--- config.mk ---
export PLATFORM = sky130hd
export DESIGN_NAME = seq_alu
export DESIGN_NICKNAME = d
export VERILOG_FILES = /design/src/rtl/seq_alu.sv
export SDC_FILE = /design/constraint.sdc
export NUM_CORES = 1
export LEC_CHECK = 0
export CORE_MARGIN = 2
export CORE_UTILIZATION = 43
export CTS_BUF_LIST = sky130_fd_sc_hd__clkbuf_2 sky130_fd_sc_hd__clkbuf_4 sky130_fd_sc_hd__clkbuf_8
export DETAILED_ROUTE_END_ITERATION = 6
export GPL_TIMING_DRIVEN = 0
export HOLD_SLACK_MARGIN = 0.08
export PLACE_DENSITY = 0.59
export REMOVE_ABC_BUFFERS = 1
export SKIP_LAST_GASP = 1
export SLEW_MARGIN = 20
export SYNTH_ARGS = -nofsm -noshare
export SYNTH_HDL_FRONTEND = slang
export SYNTH_SLANG_ARGS = --single-unit
--- constraint.sdc ---
create_clock -name clk -period 9.5 [get_ports clk]
set_input_delay 2.85 -clock clk [delete_from_list [all_inputs] [get_ports clk]]
set_output_delay 2.85 -clock clk [all_outputs]
set_load 0.01 [all_outputs]
--- src/rtl/seq_alu.sv ---
// Handshaked execution unit: single-cycle ALU ops plus iterative multiply/divide
// (one bit per cycle) behind valid/ready on both the issue and result sides.
//
// state | meaning
// IDLE  | waiting for an op, in_ready=1
// BUSY  | iterating mul/div, one bit per cycle
// DONE  | result/flags held, out_valid=1
module seq_alu #(
    parameter int XLEN = 32
) (
    input  logic            clk,
    input  logic            rst_n,
    input  logic            flush,
    input  logic            in_valid,
    output logic            in_ready,
    input  logic [3:0]      opcode,
    input  logic [XLEN-1:0] op_0,
    input  logic [XLEN-1:0] op_1,
    output logic            out_valid,
    input  logic            out_ready,
    output logic [XLEN-1:0] result,
    output logic            zero,
    output logic            negative,
    output logic            carry,
    output logic            overflow,
    output logic            illegal
);
    localparam int SHW = $clog2(XLEN);

    localparam logic [3:0] OP_ADD   = 4'd0;
    localparam logic [3:0] OP_SUB   = 4'd1;
    localparam logic [3:0] OP_AND   = 4'd2;
    localparam logic [3:0] OP_OR    = 4'd3;
    localparam logic [3:0] OP_XOR   = 4'd4;
    localparam logic [3:0] OP_SLL   = 4'd5;
    localparam logic [3:0] OP_SRL   = 4'd6;
    localparam logic [3:0] OP_SRA   = 4'd7;
    localparam logic [3:0] OP_SLT   = 4'd8;
    localparam logic [3:0] OP_SLTU  = 4'd9;
    localparam logic [3:0] OP_MUL   = 4'd10;
    localparam logic [3:0] OP_MULHU = 4'd11;
    localparam logic [3:0] OP_DIVU  = 4'd12;
    localparam logic [3:0] OP_REMU  = 4'd13;

    typedef enum logic [1:0] {S_IDLE, S_BUSY, S_DONE} state_t;

    state_t              r_state;
    state_t              w_state_nxt;
    logic [SHW-1:0]      r_cnt;
    logic [3:0]          r_op;
    logic [XLEN-1:0]     r_opnd;
    logic [2*XLEN-1:0]   r_acc;
    logic [XLEN-1:0]     r_result;
    logic                r_zero;
    logic                r_negative;
    logic                r_carry;
    logic                r_overflow;
    logic                r_illegal;

    logic                w_iter;
    logic                w_accept;
    logic                w_last;
    logic [SHW-1:0]      w_shamt;
    logic [XLEN:0]       w_sum;
    logic [XLEN:0]       w_dif;
    logic [XLEN-1:0]     w_alu_res;
    logic                w_alu_c;
    logic                w_alu_v;
    logic                w_alu_ill;
    logic                w_is_div;
    logic [XLEN:0]       w_madd;
    logic [XLEN:0]       w_shift;
    logic                w_ge;
    logic [XLEN-1:0]     w_sub;
    logic [2*XLEN-1:0]   w_acc_nxt;
    logic [XLEN-1:0]     w_iter_res;

    assign w_iter   = (opcode >= OP_MUL) && (opcode <= OP_REMU);
    assign w_accept = in_valid && in_ready && !flush;
    assign w_last   = (r_state == S_BUSY) && (r_cnt == SHW'(XLEN - 1));

    // ---------------- FSM ----------------
    always_ff @(posedge clk) begin
        if (!rst_n) r_state <= S_IDLE;
        else        r_state <= w_state_nxt;
    end

    always_comb begin
        w_state_nxt = r_state;
        if (flush) begin
            w_state_nxt = S_IDLE;
        end else begin
            case (r_state)
                S_IDLE:  if (in_valid) w_state_nxt = w_iter ? S_BUSY : S_DONE;
                S_BUSY:  if (w_last) w_state_nxt = S_DONE;
                S_DONE:  if (out_ready) w_state_nxt = S_IDLE;
                default: w_state_nxt = S_IDLE;
            endcase
        end
    end

    always_comb begin
        in_ready  = (r_state == S_IDLE);
        out_valid = (r_state == S_DONE);
    end

    // ---------------- single-cycle ALU ----------------
    assign w_shamt = op_1[SHW-1:0];
    assign w_sum   = {1'b0, op_0} + {1'b0, op_1};
    assign w_dif   = {1'b0, op_0} - {1'b0, op_1};

    always_comb begin
        w_alu_res = '0;
        w_alu_c   = 1'b0;
        w_alu_v   = 1'b0;
        w_alu_ill = 1'b0;
        case (opcode)
            OP_ADD: begin
                w_alu_res = w_sum[XLEN-1:0];
                w_alu_c   = w_sum[XLEN];
                w_alu_v   = (op_0[XLEN-1] == op_1[XLEN-1]) && (w_sum[XLEN-1] != op_0[XLEN-1]);
            end
            OP_SUB: begin
                w_alu_res = w_dif[XLEN-1:0];
                w_alu_c   = w_dif[XLEN];
                w_alu_v   = (op_0[XLEN-1] != op_1[XLEN-1]) && (w_dif[XLEN-1] != op_0[XLEN-1]);
            end
            OP_AND:  w_alu_res = op_0 & op_1;
            OP_OR:   w_alu_res = op_0 | op_1;
            OP_XOR:  w_alu_res = op_0 ^ op_1;
            OP_SLL:  w_alu_res = op_0 << w_shamt;
            OP_SRL:  w_alu_res = op_0 >> w_shamt;
            OP_SRA:  w_alu_res = $unsigned($signed(op_0) >>> w_shamt);
            OP_SLT:  w_alu_res = XLEN'($signed(op_0) < $signed(op_1));
            OP_SLTU: w_alu_res = XLEN'(op_0 < op_1);
            OP_MUL, OP_MULHU, OP_DIVU, OP_REMU: w_alu_res = '0;
            default: w_alu_ill = 1'b1;
        endcase
    end

    // ---------------- iterative datapath ----------------
    // r_acc holds {high, multiplier} for mul and {remainder, dividend/quotient} for div.
    assign w_is_div = (r_op == OP_DIVU) || (r_op == OP_REMU);
    assign w_madd   = {1'b0, r_acc[2*XLEN-1:XLEN]} + (r_acc[0] ? {1'b0, r_opnd} : '0);
    assign w_shift  = r_acc[2*XLEN-1:XLEN-1];
    assign w_ge     = (w_shift >= {1'b0, r_opnd});
    assign w_sub    = w_shift[XLEN-1:0] - r_opnd;

    always_comb begin
        if (!w_is_div)
            w_acc_nxt = {w_madd, r_acc[XLEN-1:1]};
        else if (w_ge)
            w_acc_nxt = {w_sub, r_acc[XLEN-2:0], 1'b1};
        else
            w_acc_nxt = {w_shift[XLEN-1:0], r_acc[XLEN-2:0], 1'b0};
        w_iter_res = ((r_op == OP_MULHU) || (r_op == OP_REMU)) ?
                     w_acc_nxt[2*XLEN-1:XLEN] : w_acc_nxt[XLEN-1:0];
    end

    always_ff @(posedge clk) begin
        if (!rst_n) begin
            r_cnt      <= '0;
            r_op       <= '0;
            r_opnd     <= '0;
            r_acc      <= '0;
            r_result   <= '0;
            r_zero     <= 1'b1;
            r_negative <= 1'b0;
            r_carry    <= 1'b0;
            r_overflow <= 1'b0;
            r_illegal  <= 1'b0;
        end else if (w_accept) begin
            r_cnt <= '0;
            r_op  <= opcode;
            if (w_iter) begin
                r_opnd <= op_1;
                r_acc  <= {{XLEN{1'b0}}, op_0};
            end else begin
                r_result   <= w_alu_res;
                r_zero     <= (w_alu_res == '0);
                r_negative <= w_alu_res[XLEN-1];
                r_carry    <= w_alu_c;
                r_overflow <= w_alu_v;
                r_illegal  <= w_alu_ill;
            end
        end else if ((r_state == S_BUSY) && !flush) begin
            r_cnt <= r_cnt + SHW'(1);
            r_acc <= w_acc_nxt;
            if (w_last) begin
                r_result   <= w_iter_res;
                r_zero     <= (w_iter_res == '0);
                r_negative <= w_iter_res[XLEN-1];
                r_carry    <= 1'b0;
                r_overflow <= 1'b0;
                r_illegal  <= 1'b0;
            end
        end
    end

    assign result   = r_result;
    assign zero     = r_zero;
    assign negative = r_negative;
    assign carry    = r_carry;
    assign overflow = r_overflow;
    assign illegal  = r_illegal;

endmodule

==> impl_results.md <==
* Avg WL per Cell at 29.00 um
* Final HPWL DP at 84120 um
* CTS Root Cell: clkbuf_8
* Post-synth cell types at 94
* Yosys warns at 0
* Critical-path cell list: clkdlybuf4s50_1, inv_1, ha_1, inv_1, nor4_1, a21oi_1, o311ai_1, and2_1, o32ai_1, a2bb2oi_1, or4_1, nor4_2, nand4_1, o31ai_1, a31oi_1, o21ai_1
* Vias/cell at 6.946
* CTS resizes at 0
* Final ANT Viol Nets at 0
* Synth Register Bits at 143
* Final setup vio count at 0
* Required @ worst endpoint at 9.91 ns
* Arr. time, crit path at 8.77 ns
* Tightest Pin Transition at 1.235 ns
* Placer Congestion at 1.015
* Worst vdd ir at 0.09196 mV
* Remaining DRCs at 0
* H-tree Lvls at 4
* # hold bufs at CTS at 0
* Chip height at 229.2 um
* Pin count of the biggest net entering global routing at 92
* Drt total wl at 108200 um
* Final min period at 8.367 ns
* Post-Syn Instances at 3123
* Chip Width at 229.2 um
* Cell row count at 82
* Hold Vio Cnt, Final at 0
* Grt ovf at 0
* Clock Sinks at 143
* CP Buf/Inv Count at 3
* Total leakage power at 0.009439 uW
* Hold WC Path Type: flop to flop
* Share of flip-flops with an asynchronous set or reset at 0%
* RSZ-0062 raised after global routing: false
* CTS Buf Count at 17
* Fin. max-slew vios at 0
* Status: finished clean
* Area grow syn2layout at 9.256%
* Post-synth EDFFs at 0
* Largest delay contributor family on the critical path: simple AND/OR/NAND/NOR gates
* Area taken by multi-input logic gates at 0.01749 mm^2
* First-pass GRT wire length at 158400 um
* Die area at 0.05253 mm^2
* Most frequent cells in the layout: nand2_1, a21oi_1, nor2_1, ha_1, o21ai_0
* Tot GR Track Use at 39.71%
* Post-CTS Setup Repair Bufs at 0
* CP max stage delay at 1.08 ns
* Most used cell, CP: inv_1
* CTS tree: yes
* Synth Cell Area at 0.02180 mm^2
* Worst-Skew Late Latency at 0.49 ns
* Final period util at 88.08%
* Post-route setup slack at 1.133 ns
* FILL cells at 5291
* Post-synthesis sequential area ratio at 13.13%
* Post-Place Setup Slack at 1.023 ns
* Pwr dens at 95.65 mW/mm^2
* Startpoint Class: input pin
* PortBufs at 111
* Mean area per synthesized cell at 6.982 um^2
* Crit Path Category: input pin to flop
* Register area at 0.002864 mm^2
* Vias in the first global route at 23770
* CP max stage cell: clkdlybuf4s50_1
* Antenna violations before repair at 6
* Clk pin slew, worst setup/hold paths at 0.09 ns
* Starting Density at 43.55%
* CTS Buffer Depth at 2
* Worst slew margin at 17.19%
* Max-cap viol count at 0
* Total power at 2279 uW
* TNS Setup at 0 ns
* Nets@finish at 3291
* Starting DRT DRC Count at 3699
* Util after Layout at 47.58%
* I/O pin count at 112
* Post-Route Skew at 0.02149 ns
* Commonest non-fill, non-tap cell in the layout: nand2_1
* Vias at 25910
* CP Capture Type: flop
* Fmax at 119.5 MHz
* Layout cell share with drive strength beyond 1 at 7.330%
* Core area at 0.05007 mm^2
* DRT Pass-1 Iters at 7
* Crit path max fanout at 15
* Top_reg_cell synth: dfxtp_1
## synth_stat cells, drive strengths merged, types with 23 or more instances
library cell,instances,area share [%]
a21o,37,1.3
a22oi,51,1.8
nand4,29,0.83
a211oi,82,2.9
inv,153,2.6
ha,171,9.8
nor4,26,0.77
a21oi,335,7.7
nand2,341,5.9
clkbuf,185,3.2
nand3,86,2.0
a31oi,43,1.2
mux2i,89,4.1
mux4,40,4.1
and3,28,0.80
dfxtp,143,13
nor2,306,5.3
a221oi,27,1.1
buf,61,1.5
xnor2,41,1.6
o211ai,56,1.9
o22ai,23,0.66
o21ai,166,3.8
mux2,38,2.0
and2,68,2.0
nor3,65,1.5
nand2b,28,0.80
## area by class of cell
| class | instances | share of cell area [%] |
|---|---|---|
| inverters | 154 | 2.453 |
| clock buffers | 21 | 1.187 |
| well taps | 672 | 3.529 |
| multi-input cells | 2580 | 73.44 |
| repair buffers | 147 | 6.702 |
| diodes | 2 | 0.02101 |
| flip-flops and latches | 143 | 12.02 |
| clock inverters | 11 | 0.6513 |
## layer usage
layer | wire length [um] | track usage (%)
met5 | 23 | 0
met1 | 47910 | 58.69
met3 | 13140 | 9.574
met2 | 43680 | 56.70
met4 | 3430 | 10.84
## flip-flops by register name (all words and copies together), names as in the netlist
register / count
carry: 1
illegal: 1
overflow: 1
r_acc: 64
r_cnt: 5
r_op: 4
r_opnd: 32
r_state: 2
result: 32
zero: 1
## tightest hold or removal path, stage by stage (launching register included)
cell and delay [ns]:
dfxtp_1 0.32, nand2_1 0.05, a21oi_1 0.05
## where the power goes
group / switching, uW / internal, uW
Clock: 276 / 286
Sequential: 15.5 / 613
Combinational: 731 / 357
## logic make-up (layout without fill, tap and decap cells)
| kind of cell | Yosys count | after routing | share of synthesized area [%] |
|---|---|---|---|
| mux | 167 | 167 | 10.23 |
| compound gates | 1089 | 1089 | 33.07 |
| flops | 143 | 143 | 13.13 |
| fa+ha+maj | 175 | 175 | 10.18 |
| buf+inv | 400 | 333 | 7.356 |
| xor+xnor | 63 | 63 | 2.531 |
| simple gates | 1086 | 1086 | 23.50 |
| other cells | 0 | 2 | 0 |
## metrics by stage
step / hold slack, ns / area, um^2 / instances
2_1_floorplan: 0.4406 / 20780 / 2877
3_3_place_gp: 0.4463 / 22730 / 3660
3_5_place_dp: 0.4514 / 23380 / 3696
4_1_cts: 0.4620 / 23820 / 3728
5_1_grt: 0.4859 / 23820 / 3728
6_report: 0.4619 / 23820 / 3730
## path summary, 6_finish.rpt
check | start | to | slack [ns] | depth (start not counted)
max | op_0[8] | zero | 1.13 | 16
min | result[30] | result[30] | 0.46 | 2
max reg2reg | r_acc[31] | zero | 2.56 | 15
min reg2reg | result[30] | result[30] | 0.46 | 2
Power figures use the tool's default switching activity.
